$ cat src/rtl/apb_arb_master.sv
`default_nettype none
// ============================================================================
//  Module      : apb_arb_master
//  Description : Two-requester round-robin arbiter driving a single APB
//                master port. Each granted transfer runs IDLE -> SETUP ->
//                ACCESS, completes on PREADY or after TO_CYCLES wait cycles
//                (timeout, flagged with err), and returns a one-cycle done
//                pulse to the winning requester.
//  Revision    : 1.0 - initial release
// ============================================================================
module apb_arb_master #(
  parameter int DWIDTH    = 8,
  parameter int AWIDTH    = 8,
  parameter int TO_CYCLES = 16
) (
  input  logic              PCLK,
  input  logic              PRESETn,
  input  logic              req0,
  input  logic              req1,
  input  logic              wr0,
  input  logic              wr1,
  input  logic [AWIDTH-1:0] addr0,
  input  logic [AWIDTH-1:0] addr1,
  input  logic [DWIDTH-1:0] wdata0,
  input  logic [DWIDTH-1:0] wdata1,
  output logic              done0,
  output logic              done1,
  output logic              err,
  output logic [DWIDTH-1:0] rdata,
  output logic              PSEL,
  output logic              PENABLE,
  output logic              PWRITE,
  output logic [AWIDTH-1:0] PADDR,
  output logic [DWIDTH-1:0] PWDATA,
  input  logic [DWIDTH-1:0] PRDATA,
  input  logic              PREADY
);

  typedef enum logic [1:0] {
    ST_IDLE   = 2'd0,
    ST_SETUP  = 2'd1,
    ST_ACCESS = 2'd2
  } state_t;

  // Wait count at which an unanswered ACCESS is abandoned.
  localparam logic [7:0] CNT_LAST = 8'(TO_CYCLES - 1);

  state_t              state_q;
  logic                grant_q;     // requester owning the current transfer
  logic                last_q;      // requester served by the last completed transfer
  logic [7:0]          cnt_q;       // ACCESS wait counter
  logic                psel_q;
  logic                penable_q;
  logic                pwrite_q;
  logic [AWIDTH-1:0]   paddr_q;
  logic [DWIDTH-1:0]   pwdata_q;
  logic [DWIDTH-1:0]   rdata_q;
  logic                done0_q;
  logic                done1_q;
  logic                err_q;

  logic                req0_vld;
  logic                req1_vld;
  logic                any_req;
  logic                grant_d;
  logic                pwrite_d;
  logic [AWIDTH-1:0]   paddr_d;
  logic [DWIDTH-1:0]   pwdata_d;

  // Round-robin winner selection and mux of the winner's request fields.
  // A requester's req is still high during the cycle its done pulse is out
  // (it only reacts on the following edge), so that stale request is masked
  // to avoid re-serving an already completed transfer.
  always_comb begin
    req0_vld = req0 & ~done0_q;
    req1_vld = req1 & ~done1_q;
    any_req  = req0_vld | req1_vld;
    if (req0_vld && req1_vld) begin
      grant_d = ~last_q;
    end else begin
      grant_d = req1_vld;
    end
    pwrite_d = grant_d ? wr1    : wr0;
    paddr_d  = grant_d ? addr1  : addr0;
    pwdata_d = grant_d ? wdata1 : wdata0;
  end

  // Transfer FSM with all APB and requester-side outputs registered.
  always_ff @(posedge PCLK or negedge PRESETn) begin
    if (!PRESETn) begin
      state_q   <= ST_IDLE;
      grant_q   <= 1'b0;
      last_q    <= 1'b1;
      cnt_q     <= 8'd0;
      psel_q    <= 1'b0;
      penable_q <= 1'b0;
      pwrite_q  <= 1'b0;
      paddr_q   <= '0;
      pwdata_q  <= '0;
      rdata_q   <= '0;
      done0_q   <= 1'b0;
      done1_q   <= 1'b0;
      err_q     <= 1'b0;
    end else begin
      done0_q <= 1'b0;
      done1_q <= 1'b0;
      err_q   <= 1'b0;
      case (state_q)
        ST_IDLE: begin
          psel_q    <= 1'b0;
          penable_q <= 1'b0;
          if (any_req) begin
            state_q  <= ST_SETUP;
            grant_q  <= grant_d;
            pwrite_q <= pwrite_d;
            paddr_q  <= paddr_d;
            pwdata_q <= pwdata_d;
            psel_q   <= 1'b1;
            cnt_q    <= 8'd0;
          end
        end
        ST_SETUP: begin
          state_q   <= ST_ACCESS;
          penable_q <= 1'b1;
        end
        ST_ACCESS: begin
          if (PREADY) begin
            state_q   <= ST_IDLE;
            psel_q    <= 1'b0;
            penable_q <= 1'b0;
            last_q    <= grant_q;
            done0_q   <= ~grant_q;
            done1_q   <= grant_q;
            if (!pwrite_q) begin
              rdata_q <= PRDATA;
            end
          end else if (cnt_q == CNT_LAST) begin
            // Slave never answered: finish with an error and clear read data.
            state_q   <= ST_IDLE;
            psel_q    <= 1'b0;
            penable_q <= 1'b0;
            last_q    <= grant_q;
            done0_q   <= ~grant_q;
            done1_q   <= grant_q;
            err_q     <= 1'b1;
            if (!pwrite_q) begin
              rdata_q <= '0;
            end
          end else begin
            cnt_q <= cnt_q + 8'd1;
          end
        end
        default: begin
          state_q   <= ST_IDLE;
          psel_q    <= 1'b0;
          penable_q <= 1'b0;
        end
      endcase
    end
  end

  assign PSEL    = psel_q;
  assign PENABLE = penable_q;
  assign PWRITE  = pwrite_q;
  assign PADDR   = paddr_q;
  assign PWDATA  = pwdata_q;
  assign rdata   = rdata_q;
  assign done0   = done0_q;
  assign done1   = done1_q;
  assign err     = err_q;

endmodule
`default_nettype wire

$ cat config.mk
export PLATFORM = sky130hd
export DESIGN_NAME = apb_arb_master
export DESIGN_NICKNAME = d
export VERILOG_FILES = /design/src/rtl/apb_arb_master.sv
export SDC_FILE = /design/constraint.sdc
export NUM_CORES = 1
export LEC_CHECK = 0
export CORE_ASPECT_RATIO = 1.75
export CORE_MARGIN = 1.5
export CORE_UTILIZATION = 40
export DETAILED_ROUTE_END_ITERATION = 8
export PLACE_DENSITY = 0.84
export SETUP_SLACK_MARGIN = 0.1
export SLEW_MARGIN = 10
export SYNTH_ARGS = -nofsm -noshare
export SYNTH_HDL_FRONTEND = slang
export SYNTH_SLANG_ARGS = --single-unit
$ cat constraint.sdc
create_clock -name PCLK -period 2.2 [get_ports PCLK]
set_input_delay 0.22 -clock PCLK [delete_from_list [all_inputs] [get_ports PCLK]]
set_output_delay 0.22 -clock PCLK [all_outputs]
set_load 0.02 [all_outputs]
==> results by group, run 1 <==
Layout
  • Area taken by multi-input logic gates: 798 sq um
  • Area grow syn2layout: 46.9%
  • Final Instance Count excl. Fillers: ~300
  • Nets: about 300
  • Register area: 1050 sq um
  • Inserted Diodes: 0
  • Share of layout cells above drive strength 1: 0.0880
  • Fillers: 395

Clock network
  • CTS root buf: clkbuf_8
  • Clock Latency Late Sink: between 200 and 300 ps
  • CTS tree: done
  • Postcts setup bufs: 0
  • H-Tree Depth: 2
  • Hold_buf cts: 0
  • Worst-case clock buffer depth: 2
  • Clock sinks: 42
  • Clock transition at path regs: around 80 ps
  • Cts bufs inserted: 5
  • Resized cells post-CTS: 0

Routing
  • Post-DRT Antenna Nets: 0
  • Routed WL per cell: between 10 and 15 um
  • DR iter-0 viols: 36
  • DRC errors left: 0
  • Vias/cell: slightly above 5
  • Routed WL: between 4 and 5 mm
  • First-pass iteration count of the detailed router: 4
  • Vias: between 1.5k and 2k

Synthesis
  • Area contributors post-synth: dfrtp_1 (54%), mux2i_1 (10%), o21ai_0 (5.2%)
  • Post-synth EDFFs: 0
  • Netlist cell types: 37
  • Most common cell in the netlist: dfrtp_1
  • Ys async rst share: 1.00
  • Synth area leader: dfrtp_1
  • Register bit total from synthesis: 42
  • Synth Warn #: 0
  • Yosys top cell area share: 0.537
  • Post-synth top flop: dfrtp_1
  • Synth Instances: between 150 and 200
  • Synth cell count leaders: dfrtp_1 (41), nand2_1 (25), o21ai_0 (20), mux2i_1 (19), a22o_1 (8)
  • Syn nets: ~220
  • Avg Inst Size Synth: approximately 11 sq um
  • Share of the yosys chip area belonging to registers: 0.551
  • Mapped Area: approximately 1900 sq um

STA
  • Max frequency: 0.582 GHz
  • Final Max Tran Viols: 0
  • Final hold slack: ~60 ps
  • Final Critical Period: 1720 ps
  • # setup viols final: 0
  • RSZ-0062 raised after global routing: no
  • Skew final: 11.6 ps
  • Fin crit share: 0.781
  • Slew @ Worst Pin: between 900 and 1000 ps
  • Setup TNS: 0 ps
  • Max_slew headroom: 0.395
  • Final hold violations: 0

Setup path
  • CP max stage delay: between 600 and 700 ps
  • RR Startpoint: cnt_q[4]
  • Critical path capture point type: flip-flop
  • Crit path DAT: just under 2000 ps
  • R2r worst-path depth: 4
  • Slowest CP cell: or4_4
  • CP Max Fanout: 5
  • Worst Setup Path Type: flip-flop to flip-flop
  • Worst reg2reg setup slack: around 480 ps
  • CP Data Required Time: 2410 ps
  • Worst setup SP type: flip-flop
  • Critical Path, Cell by Cell: or4_4, nor2_8, o21a_2, mux2_1
  • Crit path buf inv count: 0
  • Cell family with most CP delay: simple AND/OR/NAND/NOR gates
  • FF-to-FF End: last_q

Place
  • Post-DP HPWL: 3.35 mm
  • Routability cong.: about 0.83
  • PortBufs: 76
  • Placed Cells: between 200 and 300

Floorplanning
  • Io pins: 77
  • Die extent in y: 94.4 um
  • Die area: 5210 sq um
  • Die width: between 50 and 60 um
  • Core area: around 4600 sq um
  • Initial Util: 0.413
  • Core Rows: 33

Power and ir drop
  • Static Leak: roughly 1.3 nW
  • Worst vdd ir: ~870 uV
  • Power per cell area: roughly 1200 nW/um^2

Global routing
  • First-pass GRT wire length: 7.20 mm
  • Vias in the first global route: between 1.5k and 2k
  • Largest net degree at the start of global routing: between 40 and 50
  • All-Layer GR Usage: 0.178
  • Gr ovfl total: 0
  • Initial antenna violation count: 0

Min path
  • Tightest Hold Check Type: input port to asynchronous set/reset pin

Flow run
  • Max cap viols: 0

Run status
  • Status: completed
## cell families after synthesis
logic type / share of synthesized area
compound gates: 0.174
fa+ha+maj: 0.00655
mux: 0.106
simple gates: 0.130
buf+inv: 0.0328
flops: 0.551
## worst max-delay path by stage
stage	cells after the start	slack, ps	from	endpoint
2_1_floorplan	4	570	cnt_q[4]	last_q
3_3_place_gp	5	330	req0	PADDR[3]
3_5_place_dp	5	300	req0	PADDR[7]
4_1_cts	4	480	cnt_q[4]	last_q
5_1_grt	4	410	cnt_q[4]	last_q
6_report	4	480	cnt_q[4]	last_q
## stage by stage
| step | area (sq um) | power (mW) | worst slack, ps | utilization |
|---|---|---|---|---|
| 4_1_cts | 2800 | 3.50 | 484 | 0.606 |
| 2_1_floorplan | 1910 | 2.23 | 565 | - |
| 5_1_grt | 2800 | 3.69 | 409 | 0.606 |
| 3_3_place_gp | 2710 | 2.96 | 333 | 0.587 |
| 3_5_place_dp | 2710 | 3.00 | 301 | 0.587 |
| 6_report | 2800 | 3.47 | 483 | 0.606 |
## cell type report
cell class,count,share of cell area
clock buffers,7,0.0308
clock inverters,1,0.00178
inverters,7,0.00937
multi-input cells,115,0.285
flip-flops and latches,42,0.375
well taps,52,0.0232
repair buffers,78,0.275
## state kept, by name, summed over array words and instances (netlist names)
name and count:
PADDR 8, PWDATA 8, cnt_q 8, rdata 8, state_q 2, PENABLE 1
PSEL 1, PWRITE 1, done0 1, done1 1, err 1, grant_q 1
last_q 1
## report_power, final
part | switching, mW | internal, mW | total [mW]
Combinational | 0.866 | 0.796 | 1.66
Clock | 0.248 | 0.253 | 0.502
Sequential | 0.213 | 1.09 | 1.30
## metal layers
layer / GRT usage / wire length (um)
met1: 0.202 / 1660
met3: 0.0329 / 206
met2: 0.318 / 2370
met4: 0.0833 / 117
met5: 0 / 0
## cells in the final DEF (no fill, tap or decap), types with 2 or more instances in the layout
cell	instances
nor3_1	3
clkdlybuf4s50_1	75
nor2b_1	4
a31oi_1	5
mux2i_1	19
nand3_1	3
nor2_1	2
dfrtp_1	41
a22o_1	8
o21ai_2	3
clkbuf_8	6
buf_4	2
inv_1	7
nand2b_1	2
and3_1	2
nand2_1	25
o21ai_0	20
Note: power is estimated with default switching activity, not from simulation.
==> inputs of run 2 (changes only) <==
--- a/config.mk
+++ b/config.mk
@@ -7,9 +7,9 @@
 export LEC_CHECK = 0
 export CORE_ASPECT_RATIO = 1.75
 export CORE_MARGIN = 1.5
-export CORE_UTILIZATION = 40
+export CORE_UTILIZATION = 39
 export DETAILED_ROUTE_END_ITERATION = 8
-export PLACE_DENSITY = 0.84
+export PLACE_DENSITY = 0.85
 export SETUP_SLACK_MARGIN = 0.1
 export SLEW_MARGIN = 10
 export SYNTH_ARGS = -nofsm -noshare
==> constraint.sdc (replaced) <==
create_clock -name PCLK -period 1.45 [get_ports PCLK]
set_input_delay 0.145 -clock PCLK [delete_from_list [all_inputs] [get_ports PCLK]]
set_output_delay 0.145 -clock PCLK [all_outputs]
set_load 0.02 [all_outputs]
==> results by group, run 2 (synthesis gave the netlist of run 1 again) <==
Run status
  • Status: finished, violations left
  • Failing checks: setup timing

Power and ir drop
  • Clk pwr share: 0.137 (-0.008)
  • Worst vdd ir: 1240 uV (+43%)
  • Static Leak: 1.47 nW (+16%)
  • Net Switching: 2.21 mW (+67%)
  • Combinational share of power: 0.504 (+0.025)
  • Switching share of power: 0.405 (+0.0224)
  • Power per cell area: 1760 nW/um^2 (+42%)
  • Flop pwr share: 0.359 (-0.017)
  • Internal Power: 3.25 mW (+52%)

Floorplanning
  • Initial Util: 0.406 (-0.00724)
  • Io pins: 77 (unchanged)
  • Core area: 4710 sq um (+1.8%)
  • Core Rows: 33 (unchanged)
  • Die extent in y: 95.6 um (+1.2%)
  • Die width: 55.9 um (+1.2%)
  • Die area: 5340 sq um (+2.5%)

Global routing
  • Initial antenna violation count: 0 (unchanged)
  • Largest net degree at the start of global routing: 26 (-40%)
  • First-pass GRT wire length: 7.64 mm (+6.1%)
  • Vias in the first global route: 1738 (+11%)
  • All-Layer GR Usage: 0.184 (+0.00661)
  • Gr ovfl total: 0 (unchanged)

Routing
  • Routed WL per cell: 14.7 um (+2.0%)
  • DR iter-0 viols: 19 (-47%)
  • Routed WL: 4.82 mm (+10%)
  • First-pass iteration count of the detailed router: 4 (unchanged)
  • Vias: 1684 (+7.9%)
  • Vias/cell: 5.15 (-0.30%)
  • Post-DRT Antenna Nets: 0 (unchanged)
  • DRC errors left: 0 (unchanged)

STA
  • Final hold violations: 0 (unchanged)
  • Fin crit share: 1.14 (+0.360)
  • Post-route worst setup slack: -204 ps (-687 ps)
  • Final hold slack: 304 ps (+244 ps)
  • Skew final: 8.42 ps (-3.20 ps)
  • Final Critical Period: 1650 ps (-62.9 ps)
  • Slew @ Worst Pin: 433 ps (-474 ps)
  • Setup TNS: -2310 ps (-2310 ps)
  • Max_slew headroom: 0.711 (+0.316)
  • Max frequency: 0.604 GHz (+3.8%)
  • RSZ-0062 raised after global routing: yes
  • Final Max Tran Viols: 0 (unchanged)
  • # setup viols final: 20 (+20)

Clock network
  • CTS tree: done
  • Clock sinks: 42 (unchanged)
  • Clock transition at path regs: 80 ps (about the same)
  • CTS root buf: clkbuf_8
  • Cts bufs inserted: 5 (unchanged)
  • Clock Latency Late Sink: 300 ps (about the same)
  • H-Tree Depth: 2 (unchanged)
  • Worst-case clock buffer depth: 2 (unchanged)

Setup path
  • FF-to-FF End: last_q
  • Worst Setup Path Type: flip-flop to flip-flop
  • R2r worst-path depth: 4 (unchanged)
  • Critical Path, Cell by Cell: or4_4, nor2_8, o21a_4, mux2_4
  • CP Max Fanout: 3 (-2)
  • Cell family with most CP delay: simple AND/OR/NAND/NOR gates
  • Critical path capture point type: flip-flop
  • Crit path DAT: 1890 ps (-40 ps)
  • Crit path buf inv count: 0 (unchanged)
  • CP max stage delay: 600 ps (about the same)
  • RR Startpoint: cnt_q[4]
  • Worst reg2reg setup slack: -200 ps (-690 ps)
  • CP Data Required Time: 1690 ps (-720 ps)
  • Slowest CP cell: or4_4
  • Worst setup SP type: flip-flop

Flow run
  • Max cap viols: 0 (unchanged)

Layout
  • Area grow syn2layout: 62.7%
  • Final Instance Count excl. Fillers: 327 (+8.3%)
  • Highest-count cells in the layout ignoring fill and taps: clkdlybuf4s50_1 (45), dfrtp_1 (38), dlygate4sd2_1 (30)
  • Inserted Diodes: 0 (unchanged)
  • Share of layout cells above drive strength 1: 0.233 (+0.145)
  • Most common cell after layout, fill and taps aside: clkdlybuf4s50_1
  • Nets: 322 (+8.4%)
  • Fillers: 383 (-3.0%)
  • Final core area utilization: 0.660 (+0.0537)
  • Final Cell Area: 3110 sq um (+11%)

Place
  • Routability cong.: 0.907 (+9.4%)
  • Placed Cells: 316 (+7.5%)
  • Post-DP HPWL: 3.44 mm (+2.7%)
  • PortBufs: 76 (unchanged)
  • Placed Area: 2930 sq um (+8.2%)

Min path
  • Tightest Hold Check Type: input port to asynchronous set/reset pin
run 2: worst register-to-register path: cells and delay by family (launching register included):
| family | cells | cell delay, ps |
|---|---|---|
| simple gates | 2 | 750 |
| flops | 1 | 380 |
| mux | 1 | 300 |
| compound gates | 1 | 150 |
run 2: worst max path at each step:
stage	from	end	cells past startpoint	slack, ps
after global placement	cnt_q[7]	last_q	4	-160
final	cnt_q[4]	last_q	4	-200
after CTS	cnt_q[4]	last_q	4	-200
after global routing	cnt_q[4]	last_q	4	-230
after floorplan	cnt_q[5]	last_q	4	-160
after detailed placement	cnt_q[7]	PSEL	4	-200
run 2: metal layers:
layer,part of all wire,track usage,vias to the layer above
met4,0.019,0.0952,0
met3,0.047,0.0421,7
met5,0,0,-
li1,-,-,817
met1,0.38,0.188,813
met2,0.56,0.347,47
run 2: cell type report:
class                           count  area, sq um  share of cell area
Sequential cell                    42         1060               0.340
Timing Repair Buffer              103          960               0.309
Multi-Input combinational cell    115          916               0.295
Clock buffer                        7         76.3              0.0246
Tap cell                           52         65.1              0.0209
Inverter                            7         26.3             0.00846
Clock inverter                      1         7.51             0.00242
run 2: per-stage QoR:
stage,power (mW),setup slack (ps)
6_report,5.46,-204
4_1_cts,5.35,-196
3_3_place_gp,4.72,-159
5_1_grt,5.80,-232
2_1_floorplan,3.52,-164
3_5_place_dp,4.79,-195
run 2: power groups by stage:
| stage | Sequential, mW | Clock (mW) | Combinational, mW |
|---|---|---|---|
| CTS | 1.93 | 0.772 | 2.65 |
| floorplan | 2.41 | 0 | 1.10 |
| global route | 2.02 | 0.814 | 2.97 |
| detailed placement | 1.97 | 0 | 2.83 |
| global placement | 1.95 | 0 | 2.78 |
| finish | 1.96 | 0.749 | 2.75 |
run 2: timing repair:
item / in CTS / in global routing
buffers inserted: 2 / 0
pin swaps: 6 / 0
gates cloned: 0 / 0
gates resized for setup: 38 / 23
endpoints found under the setup margin: 65 / 40
hold buffers: 1 / 0
hold endpoints to repair: 16 / 0
==> inputs of run 3 (changes only) <==
--- a/config.mk
+++ b/config.mk
@@ -5,7 +5,6 @@
 export SDC_FILE = /design/constraint.sdc
 export NUM_CORES = 1
 export LEC_CHECK = 0
-export CORE_ASPECT_RATIO = 1.75
 export CORE_MARGIN = 1.5
 export CORE_UTILIZATION = 39
 export DETAILED_ROUTE_END_ITERATION = 8
==> results by group, run 3 (synthesis gave the netlist of run 1 again) <==
Run status
  • Status: finished, violations left
  • Failing checks: setup timing

Setup path
  • Slowest CP cell: or4_4
  • R2r worst-path depth: 4 (unchanged)
  • CP Max Fanout: 4 (+1)
  • Worst Setup Path Type: flip-flop to flip-flop
  • Critical Path, Cell by Cell: or4_4, nor2_8, o21a_4, mux2_4
  • FF-to-FF End: last_q
  • RR Startpoint: cnt_q[6]
  • CP Data Required Time: 1670 ps (-20 ps)
  • Worst reg2reg setup slack: -170 ps (+40 ps)
  • Critical path capture point type: flip-flop
  • Worst setup SP type: flip-flop
  • Crit path DAT: 1840 ps (-50 ps)
  • CP max stage delay: 600 ps (about the same)

Flow run
  • Max cap viols: 0 (unchanged)

Power and ir drop
  • Worst vdd ir: 1060 uV (-15%)
  • Design Power: 5.60 mW (+2.4%)
  • Power per cell area: 1770 nW/um^2 (+0.81%)
  • Static Leak: 1.51 nW (+2.4%)

STA
  • Final Max Tran Viols: 0 (unchanged)
  • Final Critical Period: 1620 ps (-35.4 ps)
  • Final hold violations: 0 (unchanged)
  • Skew final: 8.78 ps (+0.363 ps)
  • Slew @ Worst Pin: 461 ps (+27.8 ps)
  • Max frequency: 0.618 GHz (+2.2%)
  • Fin crit share: 1.12 (-0.0244)
  • RSZ-0062 raised after global routing: yes
  • Max_slew headroom: 0.693 (-0.0186)
  • Post-route worst setup slack: -169 ps (+35.4 ps)
  • # setup viols final: 20 (unchanged)
  • Final hold slack: 337 ps (+32.7 ps)

Clock network
  • Worst-case clock buffer depth: 2 (unchanged)
  • Clock sinks: 42 (unchanged)
  • Cts bufs inserted: 5 (unchanged)
  • H-Tree Depth: 2 (unchanged)
  • Clock Latency Late Sink: 290 ps (about the same)
  • Clock transition at path regs: 80 ps (about the same)
  • CTS tree: done
  • CTS root buf: clkbuf_8

Layout
  • Nets: 324 (+0.62%)
  • Highest-count cells in the layout ignoring fill and taps: clkdlybuf4s50_1 (45), dfrtp_1 (37), dlygate4sd2_1 (30)
  • Share of layout cells above drive strength 1: 0.235 (+0.00193)
  • Inserted Diodes: 0 (unchanged)
  • Final Cell Area: 3160 sq um (+1.6%)
  • Area grow syn2layout: 65.3%
  • Most common cell after layout, fill and taps aside: clkdlybuf4s50_1

Global routing
  • Vias in the first global route: 1674 (-3.7%)
  • Met3 usage: 0.0580 (+0.0159)
  • Most Used Layer, Global Route: met2
  • Gr ovfl total: 0 (unchanged)
  • First-pass GRT wire length: 7.60 mm (-0.55%)
  • Initial antenna violation count: 0 (unchanged)
  • Met2 Track Usage GR: 0.325 (-0.0220)
  • Largest net degree at the start of global routing: 25 (-3.8%)
  • All-Layer GR Usage: 0.188 (+0.00336)
  • M1 GR Usage: 0.229 (+0.0415)

Floorplanning
  • Core area: 4720 sq um (+0.35%)
  • Die extent in y: 73.0 um (-24%)
  • Core Rows: 25 (-24%)
  • Io pins: 77 (unchanged)
  • Die width: 73.0 um (+31%)
  • Initial Util: 0.404 (-0.00140)
  • Die area: 5320 sq um (-0.30%)

Routing
  • Routed WL: 4.75 mm (-1.4%)
  • Routed WL per cell: 13.8 um (-6.3%)
  • Vias: 1659 (-1.5%)
  • DRC errors left: 0 (unchanged)
  • Post-DRT Antenna Nets: 0 (unchanged)
  • First-pass iteration count of the detailed router: 4 (unchanged)
  • DR iter-0 viols: 54 (+35)
  • Vias/cell: 4.82 (-6.4%)

Place
  • Routability cong.: 0.817 (-9.9%)
  • Placed Area: 2940 sq um (+0.13%)
  • PortBufs: 76 (unchanged)
  • Post-Place Setup Slack: -296 ps (-101 ps)
  • Post-DP HPWL: 3.40 mm (-1.1%)

Min path
  • Tightest Hold Check Type: input port to asynchronous set/reset pin
[run 3: metrics by stage]
| stage | utilization | setup TNS [ps] | std cells |
|---|---|---|---|
| 6_report | 0.668 | -2200 | 344 |
| 3_3_place_gp | 0.622 | -5770 | 329 |
| 5_1_grt | 0.668 | -2930 | 344 |
| 4_1_cts | 0.658 | -1960 | 343 |
| 2_1_floorplan | - | -717 | 171 |
| 3_5_place_dp | 0.622 | -7120 | 329 |
[run 3: final cells by class]
class | instances | area [sq um]
clock buffers | 6 | 72.6
multi-input cells | 115 | 880
inverters | 7 | 26.3
repair buffers | 105 | 1000
well taps | 67 | 83.8
clock inverters | 2 | 37.5
flip-flops and latches | 42 | 1060
fillers | 373 | 1570
[run 3: repair_timing]
item,4_1_cts,5_1_grt
hold buffers,1,0
gates cloned,0,1
gates resized for setup,40,15
endpoints found under the hold margin,16,0
endpoints found under the setup margin,70,39
setup buffers,5,0
pin swaps,9,1
[run 3: per-layer routing]
layer	share of wire	wire length [um]
met5	0	0
met4	0.011	50
met3	0.056	265
met2	0.52	2480
met1	0.41	1950
[run 3: power breakdown]
group | total, mW | switching (mW) | internal [mW]
Combinational | 2.72 | 1.47 | 1.25
Sequential | 1.98 | 0.317 | 1.66
Clock | 0.895 | 0.382 | 0.513
[run 3: critical path: cells and delay by family, from the launching register on]
| family | cells | cell delay, ps |
|---|---|---|
| multiplexers | 1 | 290 |
| AND/OR/NAND/NOR | 2 | 740 |
| AO/OA/AOI/OAI | 1 | 150 |
| flip-flops | 1 | 380 |
[run 3: how the worst max path moves through the flow]
| stage | from | endpoint | slack [ps] |
|---|---|---|---|
| after floorplan | cnt_q[5] | last_q | -160 |
| after global placement | req0 | PWDATA[5] | -240 |
| after detailed placement | req0 | PWDATA[1] | -300 |
| after CTS | cnt_q[6] | last_q | -160 |
| after global routing | cnt_q[6] | cnt_q[7] | -190 |
| final | cnt_q[6] | last_q | -170 |
